**src/rtl/dmem_arb_pkg.sv**
```systemverilog
// Shared types and constants for the data-memory arbiter.
package dmem_arb_pkg;

  typedef enum logic {
    OPEN   = 1'b0,
    LOCKED = 1'b1
  } arb_state_t;

  localparam logic P_CPU = 1'b0;
  localparam logic P_AUX = 1'b1;

endpackage

```
**src/rtl/rr_arbiter2.sv**
```systemverilog
// Two-way round-robin arbiter; 'last' names the port granted most recently.
module rr_arbiter2
  import dmem_arb_pkg::*;
(
  input  logic [1:0] req,
  input  logic [1:0] mask,
  input  logic       last,
  output logic [1:0] gnt,
  output logic       gnt_idx
);

  logic [1:0] eligible;

  always_comb begin
    eligible = req & mask;
    gnt      = '0;
    gnt_idx  = P_CPU;
    case (eligible)
      2'b01: begin
        gnt     = 2'b01;
        gnt_idx = P_CPU;
      end
      2'b10: begin
        gnt     = 2'b10;
        gnt_idx = P_AUX;
      end
      2'b11: begin
        if (last == P_AUX) begin
          gnt     = 2'b01;
          gnt_idx = P_CPU;
        end else begin
          gnt     = 2'b10;
          gnt_idx = P_AUX;
        end
      end
      default: begin
        gnt     = '0;
        gnt_idx = P_CPU;
      end
    endcase
  end

endmodule

```
**src/rtl/dmem_arbiter.sv**
```systemverilog
// Zero-latency round-robin arbiter sharing one synchronous DMEM between the
// CPU load/store port (m0) and the loader/debug/DMA port (m1, with bus lock).
module dmem_arbiter
  import dmem_arb_pkg::*;
#(
  parameter int ADDR_W      = 32,
  parameter int DATA_W      = 32,
  parameter int DEPTH_WORDS = 1024,
  parameter int LOCK_MAX    = 16
) (
  input  logic                  clk,
  input  logic                  rst,

  input  logic                  m0_req,
  input  logic                  m0_we,
  input  logic [ADDR_W-1:0]     m0_addr,
  input  logic [DATA_W-1:0]     m0_wdata,
  input  logic [DATA_W/8-1:0]   m0_be,
  output logic                  m0_gnt,
  output logic                  m0_rvalid,
  output logic [DATA_W-1:0]     m0_rdata,
  output logic                  m0_err,

  input  logic                  m1_req,
  input  logic                  m1_we,
  input  logic [ADDR_W-1:0]     m1_addr,
  input  logic [DATA_W-1:0]     m1_wdata,
  input  logic [DATA_W/8-1:0]   m1_be,
  input  logic                  m1_lock,
  output logic                  m1_gnt,
  output logic                  m1_rvalid,
  output logic [DATA_W-1:0]     m1_rdata,
  output logic                  m1_err,

  output logic                  mem_en,
  output logic                  mem_we,
  output logic [ADDR_W-3:0]     mem_addr,
  output logic [DATA_W-1:0]     mem_wdata,
  output logic [DATA_W/8-1:0]   mem_be,
  input  logic [DATA_W-1:0]     mem_rdata,

  output logic                  cpu_stall
);

  localparam int                BE_W      = DATA_W / 8;
  localparam int                CNT_W     = $clog2(LOCK_MAX + 1);
  localparam logic [ADDR_W-2:0] DEPTH_LIM = (ADDR_W-1)'(DEPTH_WORDS);
  localparam logic [CNT_W-1:0]  CNT_MAX   = CNT_W'(LOCK_MAX);
  localparam logic [CNT_W-1:0]  CNT_ONE   = CNT_W'(1);

  arb_state_t       state_q, state_nxt;
  logic             last_q, last_nxt;
  logic [CNT_W-1:0] cnt_q, cnt_nxt;

  logic [1:0]       req_v, mask_v, gnt_v;
  logic             gnt_idx, any_gnt;

  logic             sel_we, sel_bad;
  logic [ADDR_W-1:0] sel_addr;
  logic [DATA_W-1:0] sel_wdata;
  logic [BE_W-1:0]  sel_be;

  logic             rsp_valid_q, rsp_owner_q, rsp_err_q, rsp_live;

  // Reset also gates requests and responses combinationally, so every
  // output reads 0 while rst is high, including a response already in flight.
  always_comb begin
    req_v   = {m1_req, m0_req} & {2{~rst}};
    mask_v  = (state_q == LOCKED) ? 2'b10 : 2'b11;
    any_gnt = |gnt_v;
    m0_gnt  = gnt_v[0];
    m1_gnt  = gnt_v[1];
  end

  rr_arbiter2 u_rr (
    .req     (req_v),
    .mask    (mask_v),
    .last    (last_q),
    .gnt     (gnt_v),
    .gnt_idx (gnt_idx)
  );

  always_comb begin
    sel_we    = (gnt_idx == P_AUX) ? m1_we    : m0_we;
    sel_addr  = (gnt_idx == P_AUX) ? m1_addr  : m0_addr;
    sel_wdata = (gnt_idx == P_AUX) ? m1_wdata : m0_wdata;
    sel_be    = (gnt_idx == P_AUX) ? m1_be    : m0_be;
    sel_bad   = (sel_addr[1:0] != 2'b00) ||
                ({1'b0, sel_addr[ADDR_W-1:2]} >= DEPTH_LIM);
  end

  always_comb begin
    mem_en    = 1'b0;
    mem_we    = 1'b0;
    mem_addr  = '0;
    mem_wdata = '0;
    mem_be    = '0;
    if (any_gnt) begin
      mem_en    = ~sel_bad;
      mem_we    = sel_we;
      mem_addr  = sel_addr[ADDR_W-1:2];
      mem_wdata = sel_wdata;
      mem_be    = sel_be;
    end
  end

  always_comb begin
    state_nxt = state_q;
    cnt_nxt   = cnt_q;
    last_nxt  = any_gnt ? gnt_idx : last_q;
    case (state_q)
      OPEN: begin
        if (gnt_v[P_AUX] && m1_lock) begin
          state_nxt = LOCKED;
          cnt_nxt   = CNT_ONE;
        end
      end
      LOCKED: begin
        cnt_nxt = cnt_q + CNT_ONE;
        if (cnt_q == CNT_MAX) begin
          // Forced release hands the next contest to the CPU.
          state_nxt = OPEN;
          cnt_nxt   = '0;
          last_nxt  = P_AUX;
        end else if (gnt_v[P_AUX] && !m1_lock) begin
          state_nxt = OPEN;
          cnt_nxt   = '0;
        end
      end
      default: begin
        state_nxt = OPEN;
        cnt_nxt   = '0;
      end
    endcase
  end

  always_ff @(posedge clk) begin
    if (rst) begin
      state_q <= OPEN;
      last_q  <= P_AUX;
      cnt_q   <= '0;
    end else begin
      state_q <= state_nxt;
      last_q  <= last_nxt;
      cnt_q   <= cnt_nxt;
    end
  end

  always_ff @(posedge clk) begin
    if (rst) begin
      rsp_valid_q <= 1'b0;
      rsp_owner_q <= P_CPU;
      rsp_err_q   <= 1'b0;
    end else begin
      rsp_valid_q <= any_gnt & (sel_bad | ~sel_we);
      rsp_owner_q <= gnt_idx;
      rsp_err_q   <= sel_bad;
    end
  end

  always_comb begin
    rsp_live  = rsp_valid_q & ~rst;
    m0_rvalid = rsp_live & (rsp_owner_q == P_CPU);
    m1_rvalid = rsp_live & (rsp_owner_q == P_AUX);
    m0_err    = m0_rvalid & rsp_err_q;
    m1_err    = m1_rvalid & rsp_err_q;
    m0_rdata  = (m0_rvalid && !rsp_err_q) ? mem_rdata : '0;
    m1_rdata  = (m1_rvalid && !rsp_err_q) ? mem_rdata : '0;
    cpu_stall = m0_req & ~m0_gnt;
  end

endmodule

```
**config.mk**
```make
export PLATFORM = sky130hd
export DESIGN_NAME = dmem_arbiter
export DESIGN_NICKNAME = d
export VERILOG_FILES = /design/src/rtl/dmem_arb_pkg.sv /design/src/rtl/rr_arbiter2.sv /design/src/rtl/dmem_arbiter.sv
export SDC_FILE = /design/constraint.sdc
export NUM_CORES = 1
export LEC_CHECK = 0
export BUFFER_PORTS_ARGS = -buffer_cell sky130_fd_sc_hd__buf_2
export CAP_MARGIN = 20
export CORE_AREA = 3 3 119 121
export CTS_CLUSTER_SIZE = 16
export DETAILED_ROUTE_END_ITERATION = 6
export DIE_AREA = 0 0 122 124
export GPL_ROUTABILITY_DRIVEN = 0
export SYNTH_ARGS = -nofsm -noshare
export SYNTH_HDL_FRONTEND = slang
export SYNTH_SLANG_ARGS = --single-unit
```
**constraint.sdc**
```tcl
create_clock -name clk -period 3.2 [get_ports clk]
set_clock_uncertainty 0.2 [all_clocks]
set_input_delay 0.96 -clock clk [delete_from_list [all_inputs] [get_ports clk]]
set_output_delay 0.96 -clock clk [all_outputs]
set_load 0.01 [all_outputs]
```
==> flow_metrics.env <==
export IMPL_startpoint_type="input port"
export IMPL_post_place_cells=867
export IMPL_worstSetupEndpointType="primary output"
export IMPL_fin_crit_ps=3360
export IMPL_slowest_stage="or4_4"
export IMPL_routed_wl_um=14500
export IMPL_drive_above_1_share_pct=82.4
export IMPL_critPathKind="input port to primary output"
export IMPL_final_core_util_pct=46.0
export IMPL_ys_flop_type="dfxtp_1"
export IMPL_die_h_um=124
export IMPL_finalMaxSlewViolations=0
export IMPL_cp_max_fo=2
export IMPL_post_synth_top_count_cell="nand2_1"
export IMPL_setup_viol=75
export IMPL_slowest_delay_ps=530
export IMPL_stdcell_area_sq_um=6070
export IMPL_cts_max_level=1
export IMPL_synth_seq_cells=10
export IMPL_root_buffer="clkbuf_16"
export IMPL_p_int_mw=0.674
export IMPL_wl_per_cell_um=15.9
export IMPL_nets=913
export IMPL_crit_buf_inv=2
export IMPL_cts_sinks=10
export IMPL_seq_power_share_pct=12.5
export IMPL_grt_max_degree=41
export IMPL_ys_top_cells_by_count="nand2_1 (132), a21oi_1 (71), and2_1 (66), clkbuf_1 (12), dfxtp_1 (10)"
export IMPL_cp_cell_sequence="buf_6 > or4_4 > a211oi_2 > o2bb2ai_2 > and2b_2 > buf_6"
export IMPL_min_path_type="flop to flop"
export IMPL_netlist_area_sq_um=2060
export IMPL_grt_pass1_vias=3668
export IMPL_area_growth_pct=194
export IMPL_finalCritPeriodShare_pct=105
export IMPL_num_antenna_cells=0
export IMPL_ioPinCount=314
export IMPL_drtAntennaViolNets=0
export IMPL_cp_arrival_ps=2200
export IMPL_vias=4087
export IMPL_grt_usage_pct=15.5
export IMPL_viasPerCell=4.49
export IMPL_grt_overflow_total=0
export IMPL_stdcell_count=911
export IMPL_status="finished with violations"
export IMPL_clk_latency_ps=240
export IMPL_clock_power_share_pct=22.9
export IMPL_fin_ws_ps=-161
export IMPL_synthCells=374
export IMPL_cts_tree="yes"
export IMPL_start_util_pct=15.6
export IMPL_swShare_pct=38.7
export IMPL_maxClockFrequency_mhz=298
export IMPL_combPwrFrac_pct=64.6
export IMPL_p_sw_mw=0.426
export IMPL_power_density_nw_per_um2=181
export IMPL_antenna_found_initial=1
export IMPL_io_buffer_count=313
export IMPL_placed_area_sq_um=4070
export IMPL_synth_enable_flop_cells=0
export IMPL_dp_slack_ps=-271
export IMPL_rsz0062_at_grt="true"
export IMPL_synth_warnings=0
export IMPL_die_w_um=122
export IMPL_finalHoldViolCount=0
export IMPL_ir_drop_uv=121
export IMPL_synth_avg_cell_area_sq_um=5.52
export IMPL_syn_nets=551
export IMPL_die_area_sq_um=15100
export IMPL_hold_slack_ps=281
export IMPL_drt_first_pass_iters=4
export IMPL_synth_distinct_cells=41
export IMPL_core_sq_um=13200
export IMPL_leakage_nw=3.33
export IMPL_yosys_area_top_type="nand2_1"
export IMPL_grt_pass1_wl_um=18700
export IMPL_synthArstFlopShare_pct=0
export IMPL_rows=42
export IMPL_required_ps=2040
export IMPL_violations="setup timing"
export IMPL_setup_tns_ps=-3250
export IMPL_synth_top_cell_area_share_pct=24.0
export IMPL_first_iter_violations=106
export IMPL_cp_top_family="simple AND/OR/NAND/NOR gates"
export IMPL_cts_buffer_depth=2
export IMPL_maxCapViolations=0
export IMPL_crit_path_frequent_cell="buf_6"
export IMPL_finalPower_mw=1.10
export IMPL_relSlewSlack_pct=66.8
export IMPL_synth_area_leaders="nand2_1 (24%), and2_1 (20%), a21oi_1 (17%), dfxtp_1 (9.7%), nor4_1 (2.7%)"
export IMPL_hpwl_um=9740
export IMPL_cts_buffers_inserted=3
export IMPL_seq_area_frac_synth_pct=9.70
export IMPL_worstMarginPinSlew_ps=491
export IMPL_clk_pin_slew_ps=40
export IMPL_route_detailed_drc=0
-- logic make-up after synthesis --
group                    count (synthesis)  share of synthesized area (%)
AO/OA/AOI/OAI                           86                           22.2
adder cells (fa/ha/maj)                  2                           1.21
buffers and inverters                   36                           8.67
flip-flops                              10                           9.70
multiplexers                             1                          0.546
AND/OR/NAND/NOR                        239                           57.7
-- registers in the layout, indices dropped and copies added, names as in the netlist --
| name | count |
|---|---|
| rsp_valid_q | 1 |
| state_q | 1 |
| rsp_err_q | 1 |
| cnt_q | 5 |
| rsp_owner_q | 1 |
| last_q | 1 |
-- area by class of cell --
cell class                 instances  area (sq um)
clock buffer                       4          88.8
fill                            1294          7120
inverter                           8          42.5
multi-input combinational        328          2630
sequential                        10           200
tap                              176           220
timing repair buffer             385          2890
-- worst min-delay path, cell delays in order, from the launching register on --
cell	delay [ps]
dfxtp_1	310
o21ai_0	70
a21oi_1	60
-- layout by cell type, fill, tap and decap left out, types with 3 or more instances in the layout --
cell,count
buf_4,28
and2_1,33
nand3_1,4
and2_4,33
a21oi_2,60
buf_8,6
buf_6,51
inv_1,7
nand2_4,59
buf_12,21
nand2_2,44
nor4_1,6
nand2_1,29
nor2_1,5
or3_1,3
a21oi_1,9
buf_16,6
o21ai_0,6
dfxtp_1,10
clkbuf_16,6
buf_2,270
nor4_2,3
-- per-layer routing --
layer	GRT usage, %	vias to the layer above	wire length (um)
li1	-	1962	-
met5	0	-	13
met1	18.0	1897	5310
met4	2.59	2	155
met2	30.6	210	7840
met3	2.13	16	1160
-- power by group through the flow --
stage / clock [mW] / combinational (mW) / sequential (mW)
2_1_floorplan: 0 / 0.193 / 0.138
3_3_place_gp: 0 / 0.450 / 0.139
3_5_place_dp: 0 / 0.452 / 0.139
4_1_cts: 0.257 / 0.642 / 0.137
5_1_grt: 0.265 / 0.761 / 0.138
6_report: 0.252 / 0.711 / 0.137
-- path summary, 6_finish.rpt --
kind                              start  slack (ps)                     to  depth (start not counted)
hold reg to reg   cnt_q[4]$_SDFFE_PP0P_         280  cnt_q[4]$_SDFFE_PP0P_                          2
hold / removal    cnt_q[4]$_SDFFE_PP0P_         280  cnt_q[4]$_SDFFE_PP0P_                          2
setup / recovery            m0_addr[24]        -160                 mem_en                          6
setup reg to reg     state_q$_SDFF_PP0_        1250  cnt_q[0]$_SDFFE_PP0P_                          9
-- repair_timing --
action	4_1_cts	5_1_grt
hold buffers	0	0
cloned	13	3
setup endpoints to repair	104	124
setup buffers	22	15
resized for setup	177	209
pin swaps	82	133
(Power assumes the default switching activity.)
